==> src/rtl/queue_cntrl_wm.sv <==
// Pointer, occupancy and watermark controller for an external N-entry queue array.
// Supports non-power-of-two depth, synchronous flush and sticky overflow/underflow capture.
module queue_cntrl_wm #(
    parameter int unsigned N         = 8,
    parameter int unsigned AF_THRESH = N - 1,
    parameter int unsigned AE_THRESH = 1,
    localparam int unsigned AW       = $clog2(N),
    localparam int unsigned CW       = $clog2(N + 1)
) (
    input  logic          clk,
    input  logic          arst_n,
    input  logic          i_push,
    input  logic          i_pop,
    input  logic          i_flush,
    input  logic          i_err_clr,
    output logic          o_wr_en,
    output logic [AW-1:0] o_wr_addr,
    output logic          o_rd_en,
    output logic [AW-1:0] o_rd_addr,
    output logic [CW-1:0] o_count,
    output logic          o_full,
    output logic          o_empty,
    output logic          o_almost_full,
    output logic          o_almost_empty,
    output logic          o_err_ovf,
    output logic          o_err_udf
);

    logic [AW-1:0] wr_ptr_q, wr_ptr_d;
    logic [AW-1:0] rd_ptr_q, rd_ptr_d;
    logic [CW-1:0] count_q, count_d;
    logic          full_q, full_d;
    logic          empty_q, empty_d;
    logic          afull_q, afull_d;
    logic          aempty_q, aempty_d;
    logic          ovf_q, ovf_d;
    logic          udf_q, udf_d;
    logic          push_ok, pop_ok;

    // Acceptance uses only the registered flags, so a same-cycle pop never frees room for a push.
    assign push_ok = i_push & ~full_q & ~i_flush;
    assign pop_ok  = i_pop & ~empty_q & ~i_flush;

    always_comb begin
        wr_ptr_d = wr_ptr_q;
        rd_ptr_d = rd_ptr_q;
        count_d  = count_q;
        if (i_flush) begin
            wr_ptr_d = '0;
            rd_ptr_d = '0;
            count_d  = '0;
        end else begin
            if (push_ok) begin
                wr_ptr_d = (wr_ptr_q == AW'(N - 1)) ? '0 : wr_ptr_q + AW'(1);
            end
            if (pop_ok) begin
                rd_ptr_d = (rd_ptr_q == AW'(N - 1)) ? '0 : rd_ptr_q + AW'(1);
            end
            case ({push_ok, pop_ok})
                2'b10:   count_d = count_q + CW'(1);
                2'b01:   count_d = count_q - CW'(1);
                default: count_d = count_q;
            endcase
        end
    end

    always_comb begin
        full_d   = (count_d == CW'(N));
        empty_d  = (count_d == '0);
        afull_d  = (count_d >= CW'(AF_THRESH));
        aempty_d = (count_d <= CW'(AE_THRESH));
    end

    // A new error event takes priority over a simultaneous clear.
    always_comb begin
        ovf_d = ovf_q;
        udf_d = udf_q;
        if (i_push & full_q & ~i_flush) begin
            ovf_d = 1'b1;
        end else if (i_err_clr) begin
            ovf_d = 1'b0;
        end
        if (i_pop & empty_q & ~i_flush) begin
            udf_d = 1'b1;
        end else if (i_err_clr) begin
            udf_d = 1'b0;
        end
    end

    always_ff @(posedge clk or negedge arst_n) begin
        if (!arst_n) begin
            wr_ptr_q <= '0;
            rd_ptr_q <= '0;
            count_q  <= '0;
            full_q   <= 1'b0;
            empty_q  <= 1'b1;
            afull_q  <= 1'b0;
            aempty_q <= 1'b1;
            ovf_q    <= 1'b0;
            udf_q    <= 1'b0;
        end else begin
            wr_ptr_q <= wr_ptr_d;
            rd_ptr_q <= rd_ptr_d;
            count_q  <= count_d;
            full_q   <= full_d;
            empty_q  <= empty_d;
            afull_q  <= afull_d;
            aempty_q <= aempty_d;
            ovf_q    <= ovf_d;
            udf_q    <= udf_d;
        end
    end

    assign o_wr_en        = push_ok;
    assign o_rd_en        = pop_ok;
    assign o_wr_addr      = wr_ptr_q;
    assign o_rd_addr      = rd_ptr_q;
    assign o_count        = count_q;
    assign o_full         = full_q;
    assign o_empty        = empty_q;
    assign o_almost_full  = afull_q;
    assign o_almost_empty = aempty_q;
    assign o_err_ovf      = ovf_q;
    assign o_err_udf      = udf_q;

endmodule

==> config.mk <==
export PLATFORM = sky130hd
export DESIGN_NAME = queue_cntrl_wm
export DESIGN_NICKNAME = d
export VERILOG_FILES = /design/src/rtl/queue_cntrl_wm.sv
export SDC_FILE = /design/constraint.sdc
export NUM_CORES = 1
export LEC_CHECK = 0
export BUFFER_PORTS_ARGS = -buffer_cell sky130_fd_sc_hd__buf_2
export CORE_MARGIN = 2
export CORE_UTILIZATION = 46
export CTS_CLUSTER_DIAMETER = 150
export DETAILED_ROUTE_END_ITERATION = 12
export GPL_TIMING_DRIVEN = 0
export PLACE_DENSITY_LB_ADDON = 0.3
export SLEW_MARGIN = 10
export SYNTH_ARGS = -nofsm -noshare
export SYNTH_HDL_FRONTEND = slang
export SYNTH_SLANG_ARGS = --single-unit
export TNS_END_PERCENT = 50
==> constraint.sdc <==
create_clock -name clk -period 4 [get_ports clk]
set_input_delay 0.8 -clock clk [delete_from_list [all_inputs] [get_ports clk]]
set_output_delay 0.8 -clock clk [all_outputs]
set_load 0.1 [all_outputs]
==> impl_metrics.yaml, run 1 <==
status:
  status: "complete, no violations"
logic_synthesis:
  synth_top_area_cell: "dfrtp_1"
  ys_types: 33
  syn_area_per_cell_sq_um: 11.0
  synth_fp_nets: 89
  ys_ff_latch: 16
  synth_top_cell_area_share_pct: 41.4
  synth_cells: 77
  synthMuxAreaShare_pct: 6.06
  yosysWarnings: 0
  yosys_most_used_dff: "dfrtp_1"
  yosysMostFrequentCell: "dfrtp_1"
  synthesis.area_sq_um: 847
  synth-seq-area-share_pct: 47.6
  yosys.area_share.simple_pct: 20.4
  ys_top_cells_by_count: "14 x dfrtp_1, 10 x nor2_1, 6 x ha_1"
  async_flop_share_pct: 100
  synth-compound-area-share_pct: 12.3
  synth-edff-count: 0
  synth_top_family_by_area: "simple AND/OR/NAND/NOR gates"
  synthXorXnorAreaFrac_pct: 2.07
  netlist_top_cells_area: "dfrtp_1 41%, ha_1 8.9%, dfstp_2 6.2%, mux2i_1 4.7%, nor2_1 4.4%"
  synth_fa_ha_area_share_pct: 8.86
floorplan:
  num_rows: 15
  die_y_microns: 46.9
  io_pins: 24
  floorplan.initialDensity_pct: 49.1
  fp.coreArea_sq_um: 1730
  die_w_microns: 46.9
  die-area_sq_um: 2200
worst_setup_path:
  crit_type: "in -> out"
  arrival_ps: 1950
  path_max_fanout: 7
  cp.required_ps: 3200
  reg2reg_depth: 7
  startpoint_type: "primary input"
  crit_path_end_kind: "output port"
global_routing:
  track_usage_pct: 17.4
  gr-total-overflow: 0
  grt_pass1_vias: 629
  grt_pass1_wl_mm: 2.68
  grt_max_degree: 17
  antenna_found_initial: 0
detailed_routing:
  viasPerCell: 5.26
  drcViolationCount: 0
  first_pass_iters: 4
  route.antenna.remaining_nets: 0
  routedWlPerCell_microns: 12.6
  postRouteWirelength_mm: 1.62
  vias: 678
  first_iter_violations: 10
finish:
  num-nets-final: 117
  fill_cells: 163
  n_antenna_cell: 0
  fin_util_pct: 59.9
  drive_gt1_share_pct: 37.5
  multi_input_area_sq_um: 425
  area_delta_synth_final_pct: 22.2
  ff_latch_area_sq_um: 403
  fin_cells: 129
power:
  ir_drop_uv: 318
  total_power_mw: 0.476
  leakage_nw: 0.558
  power_density_nw_per_um2: 460
clocking:
  clock-root-buffer: "clkbuf_4"
  clk_path_buf_depth: 2
  post-cts-setup-buffers: 0
  cts_resized: 0
  cts_tree: "built"
  numClockSinks: 16
  htree_levels: 1
  numCtsBuffers: 3
  cts.clk_slew.worst_paths_ps: 90
  insertion_delay_ps: 280
  cts_hold_buf: 0
sta:
  slew_viol_final: 0
  final_hold_viol_count: 0
  grt_setup_unrepaired: "false"
  min_period_ps: 2750
  fin_skew_ps: 3.15
  worst_pin_slew_ps: 486
  fin_tns_setup_ps: 0
  fmax_ghz: 0.364
  relSlewSlack_pct: 67.8
  setup_viol: 0
  fin_crit_sh_pct: 68.8
min_path:
  min_path_type: "in -> async"
placement:
  io_buffers: 23
  place_inst: 125
  hpwl_mm: 1.23
  place_congestion: 0.743
flow_run:
  drv_cap: 0
-- metrics by stage --
step	worst slack [ps]	hold slack (ps)	area, sq um
after floorplan	990	504	852
after global placement	994	508	998
after detailed placement	951	527	998
after CTS	1250	410	1030
after global routing	1140	414	1030
final	1250	403	1030
-- layer usage --
| layer | global-route usage, % | share of wire, % | up-vias |
|---|---|---|---|
| met4 | 3.33 | 0 | 0 |
| met3 | 6.92 | 5.0 | 0 |
| met5 | 0 | 0 | - |
| li1 | - | - | 331 |
| met2 | 27.7 | 51 | 21 |
| met1 | 22.9 | 44 | 326 |
-- worst max-delay path, cell delays in order --
cell and delay, ps:
buf_2 160, or3b_2 500, inv_1 70, buf_2 420
-- sequential cells by signal, summed over array words and instances, names as in the netlist --
register	cells
o_almost_full	1
o_full	1
o_count	4
o_rd_addr	3
o_empty	1
o_almost_empty	1
o_err_ovf	1
o_err_udf	1
o_wr_addr	3
-- final timing paths --
path,startpoint,end,slack (ps)
setup / recovery,i_flush,o_wr_en,1250
hold / removal,arst_n,o_wr_addr[0],400
setup reg to reg,o_full,o_almost_full,1530
hold reg to reg,o_err_udf,o_err_udf,540
max in group asynchronous,arst_n,o_empty,3290
min in group clk,o_err_udf,o_err_udf,540
-- cells in the final DEF, fill, tap and decap left out, types with 2 or more instances in the layout --
cell,instances
nor3_1,3
a21oi_2,2
o31ai_1,2
ha_1,6
buf_2,24
a21oi_1,4
dfstp_2,2
inv_1,4
mux2i_1,4
nand2_1,2
clkbuf_4,3
dfrtp_1,14
nand2b_1,2
nor2_1,10
-- final cells by class --
class | count | area share, %
sequential | 16 | 38.9
buffer | 2 | 0.846
tap | 25 | 3.02
timing repair buffer | 23 | 11.1
clock buffer | 4 | 3.51
multi-input combinational | 55 | 41.1
inverter | 4 | 1.45
-- logic make-up (layout without fill, tap and decap cells) --
kind of cell,count (synthesis),after routing
multiplexers,5,5
adder cells (fa/ha/maj),6,6
buffers and inverters,6,33
flip-flops,16,16
AO/OA/AOI/OAI,14,14
AND/OR/NAND/NOR,28,28
XOR/XNOR,2,2
-- where the power goes --
part	switching (mW)	total (mW)	internal, mW
Sequential	0.0159	0.194	0.178
Combinational	0.145	0.179	0.0340
Clock	0.0475	0.103	0.0554
Note: power is estimated with default switching activity, not from simulation.
==> run 2: changes to the inputs <==
--- a/config.mk
+++ b/config.mk
@@ -5,6 +5,7 @@
 export SDC_FILE = /design/constraint.sdc
 export NUM_CORES = 1
 export LEC_CHECK = 0
+export ABC_AREA = 1
 export BUFFER_PORTS_ARGS = -buffer_cell sky130_fd_sc_hd__buf_2
 export CORE_MARGIN = 2
 export CORE_UTILIZATION = 46
==> constraint.sdc (replaced) <==
create_clock -name clk -period 2.29 [get_ports clk]
set_input_delay 0.458 -clock clk [delete_from_list [all_inputs] [get_ports clk]]
set_output_delay 0.458 -clock clk [all_outputs]
set_load 0.1 [all_outputs]
==> impl_metrics.yaml, run 2 <==
worst_setup_path:
  reg2reg_depth: 10
  crit_family: "buffers and inverters"
  crit_type: "reg -> out"
  crit_path_end_kind: "output port"
  arrival_ps: 1540
  path_max_fanout: 7
  r2r_end: "o_full"
  worst-r2r-setup-slack_ps: 380
  r2r_start: "o_empty"
  cp.required_ps: 1830
  startpoint_type: "flop"
  slowest_stage: "dfrtp_4"
  critPathBufInv: 2
  slowest_delay_ps: 490
  crit_chain: "inv_2 > nand2_4 > nor2_4 > buf_2"
min_path:
  min_path_type: "in -> async"
detailed_routing:
  wl_met2_microns: 909
  wl_met1_microns: 754
  drcViolationCount: 0
  first_pass_iters: 4
  viasPerCell: 4.77
  postRouteWirelength_mm: 1.74
  dr.max_layer_used: "met4"
  wl_met3_microns: 51
  route.antenna.remaining_nets: 0
  first_iter_violations: 5
  vias: 753
  routedWlPerCell_microns: 11.0
finish:
  drive_gt1_share_pct: 45.0
  area_delta_synth_final_pct: 25.3
  largest_reg_flops: 4
  n_antenna_cell: 0
  layout_common_cells: "22 x buf_2, 19 x nand2_1, 13 x dfrtp_1"
  num-nets-final: 144
  fin_cells: 158
  final_common_cell: "buf_2"
logic_synthesis:
  syn_area_per_cell_sq_um: 8.98
  ys_ff_latch: 16
  yosysWarnings: 0
  ys_top_cells_by_count: "19 x nand2_1, 14 x dfrtp_1, 14 x inv_1"
  yosys_most_used_dff: "dfrtp_1"
  synth_cells: 105
  synth-seq-area-share_pct: 42.7
  yosysMostFrequentCell: "nand2_1"
  synthesis.area_sq_um: 943
  synth_top_cell_area_share_pct: 37.1
  synth_fp_nets: 117
  netlist_top_cells_area: "dfrtp_1 37%, ha_1 8.0%, nand2_1 7.6%, dfstp_2 5.6%, inv_1 5.6%"
  async_flop_share_pct: 100
  ys_types: 25
  synth-edff-count: 0
  synth_top_area_cell: "dfrtp_1"
clocking:
  cts_tree: "built"
  cts.clk_slew.worst_paths_ps: 100
  insertion_delay_ps: 290
  numClockSinks: 16
  cts_hold_buf: 0
  numCtsBuffers: 3
  cts_resized: 0
  htree_levels: 1
  clk_path_buf_depth: 2
  post-cts-setup-buffers: 0
  clock-root-buffer: "clkbuf_4"
global_routing:
  antenna_found_initial: 0
  track_usage_pct: 17.3
  grt_pass1_wl_mm: 3.18
  gr-total-overflow: 0
  grt_max_degree: 17
  grt_pass1_vias: 779
power:
  power_density_nw_per_um2: 1160
  total_power_mw: 1.37
  ir_drop_uv: 884
  leakage_nw: 0.659
floorplan:
  floorplan.initialDensity_pct: 48.6
  die-area_sq_um: 2430
  die_y_microns: 49.3
  fp.coreArea_sq_um: 1940
  io_pins: 24
  num_rows: 16
  die_w_microns: 49.3
status:
  status: "complete, no violations"
sta:
  setup_viol: 0
  fin_skew_ps: 10.1
  worst_pin_slew_ps: 487
  fin_crit_sh_pct: 87.1
  slew_viol_final: 0
  final_hold_viol_count: 0
  fmax_ghz: 0.501
  min_period_ps: 2000
  grt_setup_unrepaired: "false"
  relSlewSlack_pct: 67.7
placement:
  place_congestion: 0.840
  io_buffers: 22
  place_inst: 154
  hpwl_mm: 1.43
flow_run:
  drv_cap: 0
[run 2: cell count changes after synthesis, moves of 3 or more]
cell / delta
inv_1: +10
nand2_2: +3
nand3_1: +9
nand3_2: +3
nand2_1: +17
mux2i_1: -4
[run 2: report_power, final]
group,total (mW),switching (mW),internal (mW),leakage [nW]
registers,0.399,0.0489,0.350,0.208
logic,0.787,0.634,0.153,0.430
clock network,0.188,0.0907,0.0969,0.0210
total,1.37,0.773,0.599,0.659
[run 2: kinds of logic (layout without fill, tap and decap cells)]
group	Yosys count	after routing	share of synthesized area, %
xor gates and xnor gates	1	1	0.929
and+or+nand+nor	55	55	33.8
adders and majority gates	6	6	7.96
DFF	16	16	42.7
buffers and inverters	19	45	10.1
AOI/OAI and AO/OA	8	8	4.51
[run 2: routing by layer]
layer  track usage, %  vias to the layer above
li1                 -                      387
met1             20.3                      351
met2             30.4                       12
met3             3.68                        3
met4             7.14                        0
met5                0                        -
[run 2: cell type report]
| class | instances | area, sq um |
|---|---|---|
| inverter | 17 | 71.3 |
| multi-input combinational | 70 | 498 |
| buffer | 2 | 26.3 |
| timing repair buffer | 22 | 110 |
| fill | 196 | 759 |
| clock buffer | 4 | 36.3 |
| sequential | 16 | 407 |
| tap | 27 | 33.8 |
[run 2: worst max path at each step]
| stage | start | endpoint | slack [ps] | depth (start not counted) |
|---|---|---|---|---|
| after global routing | o_empty | o_full | 180 | 10 |
| after detailed placement | i_pop | o_full | 160 | 12 |
| after floorplan | o_full | o_full | -50 | 10 |
| after global placement | i_pop | o_full | 200 | 12 |
| final | o_full | o_wr_en | 290 | 4 |
| after CTS | o_full | o_wr_en | 280 | 4 |
[run 2: through the flow]
step                hold slack [ps]  setup slack (ps)  utilization [%]  TNS (ps)  cell area (sq um)
finish                         60.9               295             60.9         0               1180
global route                   78.7               179             60.9         0               1180
CTS                            67.2               278             60.9         0               1180
detailed placement              391               156             59.0         0               1150
global placement                385               196             59.0         0               1150
floorplan                       162             -53.8                -      -132               1000
